$ cat src/rtl/switch_key_input.sv
// Bus-readable switch/key input port: two-flop synchroniser, group debounce,
// and a change interrupt with write-1-to-clear pending flag.
module switch_key_input #(
  parameter int DEBOUNCE_CYCLES = 4,
  parameter int CNT_W           = 20
) (
  input  logic        clk,
  input  logic        reset,
  input  logic [1:0]  Addr,
  input  logic        WE,
  input  logic [3:0]  byteen,
  input  logic [31:0] WD,
  output logic [31:0] RD,
  input  logic [63:0] DipSwitch,
  input  logic [7:0]  UserKey,
  output logic        IRQ
);

  localparam logic [CNT_W-1:0] LP_TC = CNT_W'(DEBOUNCE_CYCLES - 1);

  logic [71:0]      r_sync1;
  logic [71:0]      r_sync2;
  logic [71:0]      r_cand;
  logic [71:0]      r_deb;
  logic [CNT_W-1:0] r_cnt;
  logic             r_pend;
  logic             r_ie;

  logic w_load;
  logic w_event;
  logic w_ctrl_wr;
  logic w_clr;
  logic w_unused_bits;

  // Pins idle high, so the pipeline resets to ones and the count starts
  // from scratch after every reset.
  always_ff @(posedge clk) begin
    if (!reset) begin
      r_sync1 <= '1;
      r_sync2 <= '1;
      r_cand  <= '1;
      r_deb   <= '0;
      r_cnt   <= '0;
    end else begin
      r_sync1 <= {UserKey, DipSwitch};
      r_sync2 <= r_sync1;
      if (r_sync2 != r_cand) begin
        r_cand <= r_sync2;
        r_cnt  <= '0;
      end else if (r_cnt == LP_TC) begin
        r_deb <= ~r_cand;
      end else begin
        r_cnt <= r_cnt + CNT_W'(1);
      end
    end
  end

  assign w_load    = (r_sync2 == r_cand) && (r_cnt == LP_TC);
  assign w_event   = w_load && ((~r_cand) != r_deb);
  assign w_ctrl_wr = WE && (Addr == 2'd3) && byteen[0];
  assign w_clr     = w_ctrl_wr && WD[0];

  // A new event outranks a simultaneous clear so no change is lost.
  always_ff @(posedge clk) begin
    if (!reset) begin
      r_pend <= 1'b0;
      r_ie   <= 1'b0;
    end else begin
      if (w_event && r_ie) begin
        r_pend <= 1'b1;
      end else if (w_clr) begin
        r_pend <= 1'b0;
      end
      if (w_ctrl_wr) begin
        r_ie <= WD[1];
      end
    end
  end

  always_comb begin
    RD = '0;
    case (Addr)
      2'd0:    RD = r_deb[31:0];
      2'd1:    RD = r_deb[63:32];
      2'd2:    RD = {24'b0, r_deb[71:64]};
      default: RD = {30'b0, r_ie, r_pend};
    endcase
  end

  assign IRQ = r_pend & r_ie;

  assign w_unused_bits = ^{WD[31:2], byteen[3:1]};

endmodule

$ cat config.mk
export PLATFORM = sky130hd
export DESIGN_NAME = switch_key_input
export DESIGN_NICKNAME = d
export VERILOG_FILES = /design/src/rtl/switch_key_input.sv
export SDC_FILE = /design/constraint.sdc
export NUM_CORES = 1
export LEC_CHECK = 0
export BUFFER_PORTS_ARGS = -buffer_cell sky130_fd_sc_hd__buf_2
export CAP_MARGIN = 20
export CORE_MARGIN = 5
export CORE_UTILIZATION = 60
export DETAILED_ROUTE_END_ITERATION = 6
export PLACE_DENSITY_LB_ADDON = 0.3
export SYNTH_ARGS = -nofsm -noshare
export SYNTH_HDL_FRONTEND = slang
export SYNTH_SLANG_ARGS = --single-unit
$ cat constraint.sdc
create_clock -name clk -period 4.15 [get_ports clk]
set_input_delay 0.83 -clock clk [delete_from_list [all_inputs] [get_ports clk]]
set_output_delay 0.83 -clock clk [all_outputs]
set_load 0.005 [all_outputs]
==> results.md, run 1 <==
- Syn Nets: 1236
- Slowest stage delay, CP: 0.57 ns
- Buf+Inv Stages, Crit Path: 1
- CTS tree: done
- Layout area overhead: 14.2%
- GRT Residual Overflow: 0
- Critical Setup Path Class: reg -> reg
- Synth area leaders: dfxtp_1, nand2b_1, xor2_1, o211a_1, nand4_1
- Routed Antenna Nets: 0
- Ports: 146
- Setup repair bufs after CTS: 0
- Synth warnings: 0
- Footprint of the multi-input gates: 0.00535 mm^2
- Core box area: 0.0195 mm^2
- Worst Tran Pin Value: 0.858 ns
- Die Y: between 150 and 200 um
- Most common cell after layout, fill and taps aside: dfxtp_1
- Worst skew pair latency: 0.54 ns
- Number of placement rows: 51
- Slew Limit Fails: 0
- Crit-path leading delay family: simple AND/OR/NAND/NOR gates
- Mean Syn Cell Area: approximately 11 um^2
- Clock buffer depth: 3
- Initial DRC count: 846
- Cts bufs inserted: 29
- Initial Utilization: 61.0%
- Met3 usage: 4.85%
- Final Hold Fails: 0
- Synth area leader: dfxtp_1
- Fillers: 1465
- Crit start category: flip-flop
- Routability cong.: 0.957
- Met2 global-route usage: roughly two fifths
- Area of the die: between 0.02 and 0.025 mm^2
- Slowest cell on crit path: and2_1
- Synthesis-stage register bit count: 310
- Pwr dens: 454 mW/mm^2
- Final core utilization: a little over two thirds
- FMAX: 0.301 GHz
- Commonest non-fill, non-tap cells in the layout: dfxtp_1, nand2b_1, xor2_1, buf_2, nand4_1
- Crit share post-route: 80.1%
- Worst EP arrival: 3.80 ns
- Status: completed
- # setup viols final: 0
- Syn Inst Count: 1122
- Number of max-cap violations: 0
- Peak supply drop: 0.360 mV
- Clk root buf: clkbuf_16
- Slew margin rel.: between 40% and 50%
- DRC viols: 0
- Largest net degree at the start of global routing: 97
- Reg area: a little over 0.006 mm^2
- Unrepaired setup endpoints after global routing: false
- Initial antenna violation count: 0
- Sequential area share after synthesis: a little over half
- Share of layout cells above drive strength 1: 14.7%
- Clock skew: 0.0147 ns
- Dpl hpwl: 20200 um
- Vias in the first global route: 8120
- Tot Pwr: 6150 uW
- GRT Max-Usage Layer: met2
- Met1 Resource Use GR: 35.5%
- Crit. End Element: flip-flop
- DR WL/cell: 19.3 um
- Count of input and output buffers: 112
- Unique masters post-synth: 32
- Nets@finish: 1316
- # diodes: 0
- Detailed Route WL: 28700 um
- Critical path cell sequence: xor2_1 > nor4_1 > nand4_1 > nor4_2 > buf_4 > and2_1 > and3_1
- CP required: about 4.6 ns
- Total GRT Usage: 25.2%
- Average vias per placed instance: approximately 5.7
- Pre-Repair DR Iteration Count: 5
- Yosys top cell area share: 52.3%
- Lkg Pwr: 0.00617 uW
- H-tree levels: 1
- Setup TNS: 0 ns
- Min-Delay Path Class: reg -> reg
- Max FO, Critical Path: 39
- Fin crit period: 3.32 ns
- Post-cts sizing count: 0
- Clock sink count: 310
- First-pass GRT wire length: 44600 um
- Post-Syn Area: 0.0119 mm^2
- Die X: 151 um
- Via count: ~8500
- CTS Hold Bufs: 0
- Worst-path clk slew: 0.06 ns
- Hold slack: 0.401 ns
[registers in the layout, summed over array words and instances (netlist names)]
register / count
r_sync2: 72
r_cand: 72
r_deb: 72
r_ie: 1
r_pend: 1
r_sync1: 72
r_cnt: 20
[where the power goes]
part,total (uW),leakage [uW],internal (uW),switching [uW]
logic,307,0.00315,138,169
clock network,2730,0.000485,1630,1100
registers,3120,0.00254,3060,60.4
[logic make-up after synthesis]
group | Yosys count | synth area share, %
AOI/OAI and AO/OA | 80 | 6.43
xor gates and xnor gates | 163 | 12.0
adders and majority gates | 1 | 0.105
buffers and inverters | 78 | 2.82
DFF | 310 | 52.3
muxes | 34 | 3.09
and+or+nand+nor | 456 | 23.2
[final cells by class]
type | instances | share of cell area (%)
Tap cell | 265 | 2.45
Clock buffer | 37 | 5.73
Inverter | 2 | 0.0554
Sequential cell | 310 | 45.8
Multi-Input combinational cell | 734 | 39.5
Timing Repair Buffer | 125 | 4.92
Clock inverter | 16 | 1.55
[metal layers]
| layer | routed length (um) | vias to the layer above |
|---|---|---|
| met2 | 12600 | 353 |
| li1 | - | 4046 |
| met1 | 12400 | 3999 |
| met4 | 1160 | 0 |
| met3 | 2570 | 75 |
| met5 | 0 | - |
[per-stage QoR]
step           cell area, um^2  instances  worst slack, ns
6_report                 13500       1489            0.826
4_1_cts                  13500       1489            0.982
3_5_place_dp             12600       1436             1.05
3_3_place_gp             12600       1436             1.07
2_1_floorplan            11900       1122             1.46
5_1_grt                  13500       1489            0.706
[synthesized netlist by cell type, drive strengths merged]
master,number
dfxtp,310
nand2b,216
xor2,125
nand4,103
o211a,72
clkbuf,55
nor4,44
xnor2,38
mux2i,31
nor2,30
and3,23
buf,21
nand2,14
nand3,10
o21ai,7
and2,3
and4,3
inv,2
mux4,2
nand4b,2
nor2b,2
nor3,2
nor4b,2
ha,1
mux2,1
o31ai,1
or3,1
or3b,1
[final timing paths]
path / start / slack (ns) / cells after the start / to
min: r_sync1[30] / 0.40 / 1 / r_sync2[30]
max reg2reg: r_cand[64] / 0.83 / 7 / r_cnt[18]
max: r_cand[64] / 0.83 / 7 / r_cnt[18]
min reg2reg: r_sync1[30] / 0.40 / 1 / r_sync2[30]
Power figures use the tool's default switching activity.
==> run 2: changes to the inputs <==
--- a/config.mk
+++ b/config.mk
@@ -8,7 +8,7 @@
 export BUFFER_PORTS_ARGS = -buffer_cell sky130_fd_sc_hd__buf_2
 export CAP_MARGIN = 20
 export CORE_MARGIN = 5
-export CORE_UTILIZATION = 60
+export CORE_UTILIZATION = 52
 export DETAILED_ROUTE_END_ITERATION = 6
 export PLACE_DENSITY_LB_ADDON = 0.3
 export SYNTH_ARGS = -nofsm -noshare
==> constraint.sdc (replaced) <==
create_clock -name clk -period 2.9 [get_ports clk]
set_input_delay 0.58 -clock clk [delete_from_list [all_inputs] [get_ports clk]]
set_output_delay 0.58 -clock clk [all_outputs]
set_load 0.005 [all_outputs]
==> results.md, run 2 (same netlist as run 1, synthesis figures left out) <==
- CP required: 3.39 ns
- Clock skew: 0.0146 ns
- Crit share post-route: roughly 87%
- Clock buffer depth: 3
- Number of max-cap violations: 0
- Count of input and output buffers: approximately 110
- Worst-path clk slew: 0.06 ns
- Via count: approximately 8400
- Flop2flop setup slack: roughly 0.37 ns
- FMAX: 0.395 GHz
- Lkg Pwr: 0.00628 uW
- Die X: 161 um
- Vias in the first global route: slightly above 8000
- # setup viols final: 0
- Min-Delay Path Class: in -> reg
- Placed Instance Area: 0.0127 mm^2
- Final Hold Fails: 0
- Total GRT Usage: 21.9%
- Area of the die: 0.0259 mm^2
- Final core utilization: between 60 and 70%
- Slew Limit Fails: 0
- H-tree levels: 1
- DRC viols: 0
- Critical Setup Path Class: reg -> reg
- Commonest non-fill, non-tap cells in the layout: dfxtp_1, nand2b_1, xor2_1, buf_2, nand4_1
- Most common cell after layout, fill and taps aside: dfxtp_1
- Detailed Route WL: roughly 29000 um
- # diodes: 0
- Status: completed
- Worst EP arrival: 3.02 ns
- Setup repair bufs after CTS: 0
- Average vias per placed instance: 5.57
- Cts bufs inserted: 31
- Die Y: 161 um
- Ports: 146
- CTS tree: done
- Fin area: 0.0138 mm^2
- Slew margin rel.: 62.4%
- Pre-Repair DR Iteration Count: 5
- Crit. End Element: flip-flop
- Dpl hpwl: 20700 um
- Number of placement rows: 55
- First-pass GRT wire length: ~46000 um
- Max FO, Critical Path: 72
- Initial antenna violation count: 0
- Initial Utilization: 52.6%
- Layout area overhead: 16.4%
- Initial DRC count: 689
- Unrepaired setup endpoints after global routing: false
- Worst Tran Pin Value: ~0.56 ns
- Share of layout cells above drive strength 1: between 15 and 20%
- Nets@finish: between 1000 and 1500
- DR WL/cell: around 19 um
- Core box area: 0.0226 mm^2
- Peak supply drop: 0.555 mV
- Routability cong.: 0.885
- Worst skew pair latency: ~0.55 ns
- Pwr dens: between 600 and 700 mW/mm^2
- Clk root buf: clkbuf_16
- CTS Hold Bufs: 0
- Post-cts sizing count: 0
- GRT Residual Overflow: 0
- Setup TNS: 0 ns
- Routed Antenna Nets: 0
- Fin crit period: 2.53 ns
- Clock sink count: 310
- Crit start category: flip-flop
- Largest net degree at the start of global routing: between 80 and 90
## run 2: changes by cell type in the layout (fill, tap and decap cells not counted), sizes merged
cell	delta
clkinv	-2
clkbuf	+3
buf	+4
inv	+1
clkinvlp	+1
## run 2: final timing paths
kind           startpoint          end  depth (start not counted)
max              r_cnt[0]    r_deb[22]                          7
max reg2reg      r_cnt[0]    r_deb[22]                          7
min          DipSwitch[7]   r_sync1[7]                          2
min reg2reg   r_sync1[63]  r_sync2[63]                          1
## run 2: area by class of cell
type / instances / area, um^2
fill: 1933 / 8760
sequential: 310 / 6210
multi-input combinational: 734 / 5350
clock buffer: 40 / 880
timing repair buffer: 129 / 797
tap: 285 / 357
clock inverter: 16 / 220
inverter: 2 / 7.51
## run 2: where the power goes
part	internal [uW]	switching (uW)	leakage [uW]
Sequential	4380	89.1	0.00254
Clock	2580	1630	0.000538
Combinational	207	239	0.00320
## run 2: per-layer routing
| layer | up-vias | part of all wire, % | track usage, % |
|---|---|---|---|
| met2 | 299 | 46 | 34.7 |
| met5 | - | 0 | 0 |
| met1 | 4034 | 46 | 31.8 |
| met3 | 41 | 5.7 | 2.65 |
| met4 | 0 | 2.3 | 6.17 |
| li1 | 4064 | - | - |
## run 2: critical path: stages, from the launching register on
cell     delay, ns
dfxtp_1       0.39
ha_1          0.29
nor4b_1       0.26
nand4_1       0.22
nor4_4        0.46
and3_2        0.32
buf_12        0.30
o211a_1       0.19
## run 2: metrics by stage
stage	power, uW	setup slack (ns)	hold WS (ns)	instances
2_1_floorplan	4820	0.706	0.386	1122
3_3_place_gp	5000	0.446	0.390	1460
3_5_place_dp	5010	0.426	0.391	1460
4_1_cts	9180	0.402	0.195	1516
5_1_grt	9430	0.172	0.197	1516
6_report	9120	0.370	0.208	1516
==> run 3: changes to the inputs <==
--- a/config.mk
+++ b/config.mk
@@ -5,7 +5,7 @@
 export SDC_FILE = /design/constraint.sdc
 export NUM_CORES = 1
 export LEC_CHECK = 0
-export BUFFER_PORTS_ARGS = -buffer_cell sky130_fd_sc_hd__buf_2
+export BUFFER_PORTS_ARGS = -buffer_cell sky130_fd_sc_hd__buf_4
 export CAP_MARGIN = 20
 export CORE_MARGIN = 5
 export CORE_UTILIZATION = 52
==> results.md, run 3 (same netlist as run 1, synthesis figures left out) <==
- Status: completed
- Die Y: roughly 160 um
- Detailed Route WL: 28700 um
- Detail Route met2 WL: about 13000 um
- Ports: 146
- Initial antenna violation count: 0
- Unrepaired setup endpoints after global routing: false
- # diodes: 0
- Total GRT Usage: a little over a fifth
- DRC viols: 0
- Largest net degree at the start of global routing: 75
- Most common cell after layout, fill and taps aside: dfxtp_1
- Min-Delay Path Class: in -> reg
- CP required: 3.34 ns
- Die X: 161 um
- Setup repair bufs after CTS: 0
- Most frequent CP cell: nand4_1
- Worst Tran Pin Value: 0.624 ns
- Worst EP arrival: between 2 and 3 ns
- Clk root buf: clkbuf_16
- Commonest non-fill, non-tap cells in the layout: dfxtp_1, nand2b_1, xor2_1, buf_4, nand4_1
- Clock sink count: 310
- DR WL/cell: approximately 19 um
- Clock buffer depth: 3
- Slew margin rel.: 58.4%
- Average vias per placed instance: between 5 and 6
- Footprint of the multi-input gates: roughly 0.0053 mm^2
- Critical Setup Path Class: reg -> reg
- Cts bufs inserted: 30
- CTS tree: done
- Vias in the first global route: just under 8000
- FMAX: 0.399 GHz
- Initial DRC count: 697
- Slew Limit Fails: 0
- Tot Pwr: just over 9000 uW
- Number of max-cap violations: 0
- Count of input and output buffers: 112
- Pwr dens: about 650 mW/mm^2
- Pre-Repair DR Iteration Count: 5
- Max FO, Critical Path: 39
- Reg area: 0.00621 mm^2
- Fillers: between 1500 and 2000
- Peak supply drop: approximately 0.43 mV
- Core box area: 0.0226 mm^2
- Routed Antenna Nets: 0
- Met1 Wirelength: approximately 13000 um
- Area of the die: 0.0259 mm^2
- Clock skew: 0.0106 ns
- Worst-path clk slew: 0.06 ns
- Slowest cell on crit path: buf_4
- Share of layout cells above drive strength 1: 15.1%
- Worst R2R Start: r_cand[64]
- First-pass GRT wire length: 44000 um
- Post-cts sizing count: 0
- Number of placement rows: between 50 and 60
- Routability cong.: 0.944
- Initial Utilization: approximately 53%
- Crit start category: flip-flop
- GRT Residual Overflow: 0
- Layout area overhead: 18.4%
- Top layer in use: met4
- H-tree levels: 1
- Via count: 8376
- CTS Hold Bufs: 0
- Slowest stage delay, CP: 0.45 ns
- Hold_sp: DipSwitch[48]
- Lkg Pwr: around 0.0063 uW
- Crit. End Element: flip-flop
- CP Launch Point: r_cand[64]
- Crit share post-route: 86.5%
- Worst r2r path cells: 7
- Nets@finish: 1320
- Critical path cell sequence: xor2_1 > nor4_1 > nand4_1 > nor4_2 > buf_4 > nand4_1 > o211a_1
- Setup TNS: 0 ns
- Fin crit period: 2.51 ns
- # setup viols final: 0
- Final Hold Fails: 0
- Worst hold stages: 2
- Met3 wire len: 2240 um
- Dpl hpwl: 20600 um
- Worst skew pair latency: 0.55 ns
[run 3: final timing paths]
check / to / slack, ns
worst max-delay path: r_deb[21] / 0.39
worst min-delay path: r_sync1[48] / 0.21
worst max register to register: r_deb[21] / 0.39
worst min register to register: r_sync2[27] / 0.40
[run 3: critical path, delay by kind of cell, from the launching register on]
| family | cells | cell delay (ns) |
|---|---|---|
| xor gates and xnor gates | 1 | 0.21 |
| and+or+nand+nor | 4 | 1.21 |
| buffers and inverters | 1 | 0.45 |
| DFF | 1 | 0.36 |
| AOI/OAI and AO/OA | 1 | 0.16 |
[run 3: routing by layer]
metal  up-vias  track usage, %
met2       302            33.6
met4         0            5.39
li1       4061               -
met5         -               0
met1      3968            30.5
met3        45            3.98
[run 3: area by class of cell]
class                   instances  share of cell area [%]
clock inverters                14                    1.79
multi-input cells             734                    38.1
flip-flops and latches        310                    44.2
clock buffers                  40                    6.05
inverters                       2                  0.0534
well taps                     285                    2.54
repair buffers                128                    7.33
[run 3: stage by stage]
stage | instances | util (%) | worst slack, ns | hold slack (ns) | area [um^2]
6_report | 1513 | 62.2 | 0.393 | 0.215 | 14000
5_1_grt | 1513 | 62.2 | 0.252 | 0.201 | 14000
4_1_cts | 1513 | 62.2 | 0.451 | 0.202 | 14000
3_5_place_dp | 1459 | 57.4 | 0.475 | 0.391 | 12900
3_3_place_gp | 1459 | 57.4 | 0.403 | 0.391 | 12900
2_1_floorplan | 1122 | - | 0.706 | 0.386 | 11900
[run 3: power by group]
part | internal, uW | total [uW] | leakage, uW | switching (uW)
clock network | 2670 | 4240 | 0.000540 | 1570
registers | 4380 | 4470 | 0.00254 | 87.3
logic | 232 | 470 | 0.00325 | 238
total | 7280 | 9180 | 0.00633 | 1890
